===== src/rtl/fsm_step_arbiter.sv =====
`timescale 1ns/1ps
// fsm_step_arbiter: grants one of two requesters the shared 8-position ring
// and walks the ring to the granted target one step per handshake, always
// along the shortest path. It also keeps a local mirror of the ring position.
module fsm_step_arbiter (
  input  logic       c,
  input  logic       rst,
  input  logic [1:0] req_valid,
  input  logic [5:0] req_target,
  output logic [1:0] req_ready,
  output logic       step_valid,
  output logic       step_dir,
  input  logic       step_ready,
  output logic [2:0] pos,
  output logic       busy,
  output logic       done,
  output logic       done_id
);

  typedef enum logic [1:0] {
    IDLE = 2'd0,
    STEP = 2'd1,
    DONE = 2'd2
  } state_t;

  state_t     r_state;
  state_t     w_next;
  logic [2:0] r_pos;
  logic [2:0] r_tgt;
  logic       r_id;
  logic       r_last;

  logic       w_win;
  logic       w_acc;
  logic [2:0] w_tgt_in;
  logic [2:0] w_dist;
  logic       w_fwd;
  logic [2:0] w_pos_nxt;

  // Round-robin winner. Under contention the requester not granted last wins.
  always_comb begin
    w_win = req_valid[1];
    if (req_valid == 2'b11) begin
      w_win = ~r_last;
    end
    w_tgt_in = w_win ? req_target[5:3] : req_target[2:0];
  end

  // Shortest-path direction and next ring position. A distance of 4 is a tie
  // and is taken forward.
  always_comb begin
    w_dist    = r_tgt - r_pos;
    w_fwd     = (w_dist != 3'd0) && (w_dist <= 3'd4);
    w_pos_nxt = w_fwd ? (r_pos + 3'd1) : (r_pos - 3'd1);
  end

  // Next-state logic and the combinational grant, which is only offered in IDLE.
  always_comb begin
    w_next    = r_state;
    req_ready = 2'b00;
    w_acc     = 1'b0;
    case (r_state)
      IDLE: begin
        if (req_valid != 2'b00) begin
          req_ready = w_win ? 2'b10 : 2'b01;
          w_acc     = 1'b1;
          w_next    = (w_tgt_in == r_pos) ? DONE : STEP;
        end
      end
      STEP: begin
        if (step_ready) begin
          w_next = (w_pos_nxt == r_tgt) ? DONE : STEP;
        end
      end
      DONE: begin
        w_next = IDLE;
      end
      default: begin
        w_next = IDLE;
      end
    endcase
  end

  // Control state: FSM, position mirror, served id and the last-grant pointer.
  // The pointer resets to 1 so requester 0 wins the first contention.
  always_ff @(posedge c or negedge rst) begin
    if (!rst) begin
      r_state <= IDLE;
      r_pos   <= 3'd0;
      r_id    <= 1'b0;
      r_last  <= 1'b1;
    end else begin
      r_state <= w_next;
      if (w_acc) begin
        r_id   <= w_win;
        r_last <= w_win;
      end
      if ((r_state == STEP) && step_ready) begin
        r_pos <= w_pos_nxt;
      end
    end
  end

  // Latched target; only meaningful after an accept, so it carries no reset.
  always_ff @(posedge c) begin
    if (w_acc) begin
      r_tgt <= w_tgt_in;
    end
  end

  // Outputs decode from registered state, so reset clears them at once.
  assign step_valid = (r_state == STEP);
  assign step_dir   = step_valid & w_fwd;
  assign busy       = (r_state != IDLE);
  assign done       = (r_state == DONE);
  assign done_id    = done & r_id;
  assign pos        = r_pos;

endmodule


===== config.mk =====
export PLATFORM = sky130hd
export DESIGN_NAME = fsm_step_arbiter
export DESIGN_NICKNAME = d
export VERILOG_FILES = /design/src/rtl/fsm_step_arbiter.sv
export SDC_FILE = /design/constraint.sdc
export NUM_CORES = 1
export LEC_CHECK = 0
export BUFFER_PORTS_ARGS = -buffer_cell sky130_fd_sc_hd__clkbuf_2
export CAP_MARGIN = 20
export CORE_MARGIN = 4
export CORE_UTILIZATION = 45
export DETAILED_ROUTE_END_ITERATION = 8
export PLACE_DENSITY = 0.77
export SYNTH_ARGS = -nofsm -noshare
export SYNTH_HDL_FRONTEND = slang
export SYNTH_SLANG_ARGS = --single-unit

===== constraint.sdc =====
create_clock -name c -period 6.7 [get_ports c]
set_clock_uncertainty 0.15 [all_clocks]
set_input_delay 1.005 -clock c [delete_from_list [all_inputs] [get_ports c]]
set_output_delay 1.005 -clock c [all_outputs]
set_load 0.005 [all_outputs]

# Word level (Yosys, flattened, before mapping)
# Cells that the tools add are included.
[totals]
elab_cells = 39
latchBits = 0
mem_count = 0
in_bits = 11
ramBits = 0
register_bits = 10
mem_bits_ro = 0
out_inout_bits = 10
[classes]
mux = 13
eq_ne = 7
addsub = 3
multipliers = 0
bitwise_logic = 3
magnitude_cmp = 1
n_reduce_logical = 7
div_mod_pow = 0
n_shift = 0
[ops]
columns = ["op", "count"]
rows = [
  ["$mux W2", 7],
  ["$eq A3 B3 Y1", 2],
  ["$mux W3", 2],
  ["$eq A2 B2 Y1 const B", 2],
  ["$pmux W2 S2", 1],
  ["$reduce_bool A2 Y1", 2],
  ["$add A3 B1 Y3 const B", 1],
  ["$le A3 B3 Y1 const B", 1],
  ["$mux W1", 3],
  ["$reduce_bool A3 Y1", 1],
  ["$sub A3 B1 Y3 const B", 1],
  ["$sub A3 B3 Y3", 1],
  ["$and A1 B1 Y1", 2],
  ["$eq A2 B1 Y1 const B", 1],
  ["$logic_and A1 B1 Y1", 2],
  ["$logic_not A2 Y1", 1],
  ["$ne A2 B1 Y1 const B", 1],
  ["$ne A2 B2 Y1 const B", 1],
  ["$reduce_and A2 Y1", 1],
  ["$not A1 Y1", 1],
]

# Logic depth before layout (Yosys ltp)
[depth]
ltp_word = 8
mapped_depth = 10
mapped_depth_nobuf = 10

# Least setup slack after synthesis
# No wires, ideal clock.
[synth_timing]
path_type = "register to output"
startpoint = "reg r_pos[0], in the netlist pos[0]"
endpoint = "out step_dir"
t_required_ns = 5.545
path_stages_with_launch = 7
path_buffers = 0
arrival_time_ns = 1.652
setup_slack_ns = 3.893
path_cell_list = "dfrtp_1 > ha_1 > nand2b_1 > and2_1 > o221ai_2 > xor2_1 > and2_1"
[synth_between]
elab_chain_cells = 4
elab_cells_between_ends = 5
classes_between = "add/sub (1); order compare (1); bitwise (1); reduce/logical (2)"
[synth_lines]
columns = ["item", "line", "text"]
rows = [
  ["start: declaration", "28", "logic [2:0] r_pos;"],
  ["start signal: assignment", "99", "r_pos <= w_pos_nxt;"],
  ["$sub A3 B3 Y3 *", "52", "w_dist = r_tgt - r_pos;"],
  ["$le A3 B3 Y1 or $reduce_bool A3 Y1 (tied branches)", "53", "w_fwd = (w_dist != 3'd0) && (w_dist <= 3'd4);"],
  ["$logic_and A1 B1 Y1 *", "53", ""],
  ["$and A1 B1 Y1 *", "113", "assign step_dir = step_valid & w_fwd;"],
  ["end: declaration", "12", "output logic step_dir,"],
]
# Mark *: on every way between the ends. The rest lies on a longest branch, timed or not.

# Worst setup path in the final report
# Same ends and word-level chain as after synthesis.

==> summary.md <==
| Metric | Value |
|---|---|
| Outcome | finished, final reports clean |
| Syn avg cell area | between 10 and 15 um^2 |
| Final Max Tran Viols | 0 |
| Yosys reg bits | 10 |
| Clock Sinks | 10 |
| Post-CTS sizing | 0 |
| Worst-path cell chain | ha_1 -> nand2b_1 -> and2_1 -> o221ai_2 -> xor2_1 -> and2_1 -> clkbuf_2 |
| First DRT Iteration DRCs | 7 |
| GR met3 Demand/Resource | between 2 and 2.5% |
| Unrepaired setup endpoints after global routing | false |
| CTS root buf | clkbuf_4 |
| Clock slew at reported path FFs | ~0.06 ns |
| WP buf/inv | 1 |
| GP Congestion | slightly below 0.9 |
| Via count | a little over 500 |
| Fmax | between 0.3 and 0.4 GHz |
| Syn. warnings | 0 |
| Initial antenna violation count | 0 |
| Worst setup path category | reg2out |
| WHS | 0.327 ns |
| Post-Synth Simple-Gate Area | between 15 and 20% |
| H-tree depth | 1 |
| Via density | ~5.1 |
| Synth Area in Compound Gates | between 10% and 20% |
| PortBufs | 20 |
| Layer with the highest usage | met2 |
| Initial Util | between 40% and 50% |
| Storage cell area | around 270 um^2 |
| Max_slew headroom | 78.5% |
| Met2 usage in global routing | 25.0% |
| Placeable Area | approximately 0.0013 mm^2 |
| Largest family of logic cells by synthesized area | simple AND/OR/NAND/NOR gates |
| Die H | approximately 46 um |
| Initial DRT Pass Iterations | 4 |
| Critical path's slowest cell | dfrtp_1 |
| Final cell utilization of the core | between 60% and 70% |
| P_int | 0.241 mW |
| Post-Synth Adder-Cell Area | approximately 6.8% |
| Layout Cells excl Fill | 101 |
| CTS tree | yes |
| Area share of the largest cell type after synthesis | between 20% and 30% |
| # DRC | 0 |
| Cell Area, Synth | roughly 660 um^2 |
| CTS max path bufs | 2 |
| R2R setup slack | roughly 3.8 ns |
| Hold_buf cts | 0 |
| Tmin final | around 3.2 ns |
| Sequential area share after synthesis | 40.3% |
| Inserted Diodes | 0 |
| Pwr Density | approximately 520 mW/mm^2 |
| M1 GR Usage | 18.0% |
| Setup TNS Final | 0 ns |
| Area leader, netlist | dfrtp_1 |
| Sequential share of power | 26.7% |
| Post-synthesis mux area share | under 10% |
| Worst setup EP type | output port |
| GRT overflow | 0 |
| First-pass GRT wire length | roughly 2300 um |
| Tot Pwr | roughly 0.42 mW |
| Final Hold Fails | 0 |
| Share of cells above drive strength 1 | a little over a third |
| Yosys cell types | 28 |
| Max_cap viols | 0 |
| NetSw | ~0.18 mW |
| Nets | slightly above 100 |
| Worst-skew pair later-pin latency | approximately 0.26 ns |
| Crit-path max FO | 5 |
| Logic pwr share | between 60% and 70% |
| Worst setup SP type | flip-flop |
| Multi-input logic area | between 300 and 400 um^2 |
| Post-Syn Instances | 62 |
| Crit path required time | around 5.5 ns |
| Wirelength per Cell | about 13 um |
| Rows | 13 |
| DP HPWL | approximately 1100 um |
| Layout area overhead | 22.0% |
| Fillers | between 100 and 150 |
| XOR/XNOR Fraction of Synth Area | between 10% and 20% |
| # Post-CTS Setup Buffers | 0 |
| Worst IR drop on VDD | 0.000276 V |
| All-layer global routing usage | about 15% |
| Width of the die | 46.3 um |
| HP Class | reg2reg |
| Final antenna-violating net count | 0 |
| Top Ports | 21 |
| CTS buffer count | 3 |
| Largest net degree at the start of global routing | 8 |
| Synth area leaders | dfrtp_1 23%, edfxtp_1 14%, xnor2_1 8.0%, mux2_4 6.8%, dfstp_2 4.0% |
| Commonest non-fill, non-tap cell in the layout | clkbuf_2 |
| Period utilization | 48.5% |
| Most used cell, CP | and2_1 |
| Drt total wl | 1310 um |
| Delay-heaviest family, CP | simple AND/OR/NAND/NOR gates |
| Worst EP arrival | between 2 and 2.5 ns |
| Final setup fails | 0 |
| Syn_nets | 76 |
| Sw frac | between 40% and 50% |
| Slowest stage delay, CP | about 0.42 ns |
| Post-Place Cells | 97 |
| Number of global-route vias before repair | approximately 540 |
| Leak | between 0.3 and 0.4 nW |
| Clock share of power | 9.8% |
| Die footprint | between 0.002 and 0.0025 mm^2 |
| Most frequent cells in the layout | 20 x clkbuf_2, 7 x inv_1, 6 x xnor2_1, 6 x dfrtp_1 |
| Slew of the pin with the lowest slew margin | 0.318 ns |
## state kept, by name, summed over array words and instances (netlist names)
signal / count
r_id: 1
pos: 3
r_state: 2
r_tgt: 3
r_last: 1
## synth_stat cells
| cell | n |
|---|---|
| inv_1 | 7 |
| dfrtp_1 | 6 |
| xnor2_1 | 6 |
| a21oi_1 | 3 |
| and2_1 | 3 |
| edfxtp_1 | 3 |
| mux2_4 | 3 |
| nand2_1 | 3 |
| nand2b_1 | 3 |
| nor2_1 | 3 |
| a21o_1 | 2 |
| ha_1 | 2 |
| o21ai_1 | 2 |
| xor2_1 | 2 |
| a21boi_4 | 1 |
| a31o_1 | 1 |
| a31oi_1 | 1 |
| and2_2 | 1 |
| dfstp_2 | 1 |
| fa_1 | 1 |
| nand4_1 | 1 |
| nor2b_1 | 1 |
| nor3_2 | 1 |
| nor4_1 | 1 |
| nor4b_1 | 1 |
| o21ai_0 | 1 |
| o221ai_2 | 1 |
| o32ai_1 | 1 |
## cells by family (layout without fill, tap and decap cells)
kind of cell | count (synthesis) | in the layout
simple gates | 18 | 18
compound gates | 13 | 13
flops | 10 | 10
xor+xnor | 8 | 8
buf+inv | 7 | 31
fa+ha+maj | 3 | 3
mux | 3 | 3
## area by class of cell
cell class / count / share of cell area [%]
Multi-Input combinational cell: 45 / 45.7
Sequential cell: 10 / 33.1
Timing Repair Buffer: 20 / 12.4
Inverter: 7 / 3.26
Clock buffer: 3 / 2.80
Tap cell: 15 / 2.33
Clock inverter: 1 / 0.466
## final timing paths
check                              to  cells past startpoint  startpoint
max in group asynchronous      r_last                      1         rst
min in group asynchronous  r_state[0]                      1         rst
max reg2reg                r_state[0]                      9      pos[0]
min reg2reg                      r_id                      1        r_id
max                          step_dir                      7      pos[0]
min                              r_id                      1        r_id
## through the flow
step                area (um^2)  worst slack (ns)
finish                      806              3.45
global route                806              3.32
CTS                         806              3.44
detailed placement          779              3.72
global placement            779              3.77
floorplan                   661              3.89
## power groups by stage
stage	Combinational, mW	Clock [mW]	Sequential [mW]
6_report	0.268	0.0415	0.113
4_1_cts	0.271	0.0425	0.113
3_5_place_dp	0.268	0	0.114
2_1_floorplan	0.201	0	0.111
5_1_grt	0.305	0.0466	0.117
3_3_place_gp	0.265	0	0.113
## per-layer routing
layer	wire (um)	part of all wire, %	vias to the layer above
li1	-	-	266
met1	559	43	227
met2	679	52	16
met3	68	5.2	2
met4	6	0.46	0
met5	0	0	-
## worst register-to-register path, stage by stage, from the launching register on
cell      delay, ns
dfrtp_1        0.42
ha_1           0.37
nand2b_1       0.17
and2_1         0.16
o221ai_2       0.22
xor2_1         0.23
fa_1           0.50
xnor2_1        0.17
nor4b_1        0.31
o32ai_1        0.12
No activity file was read; power rests on OpenSTA's default activity.
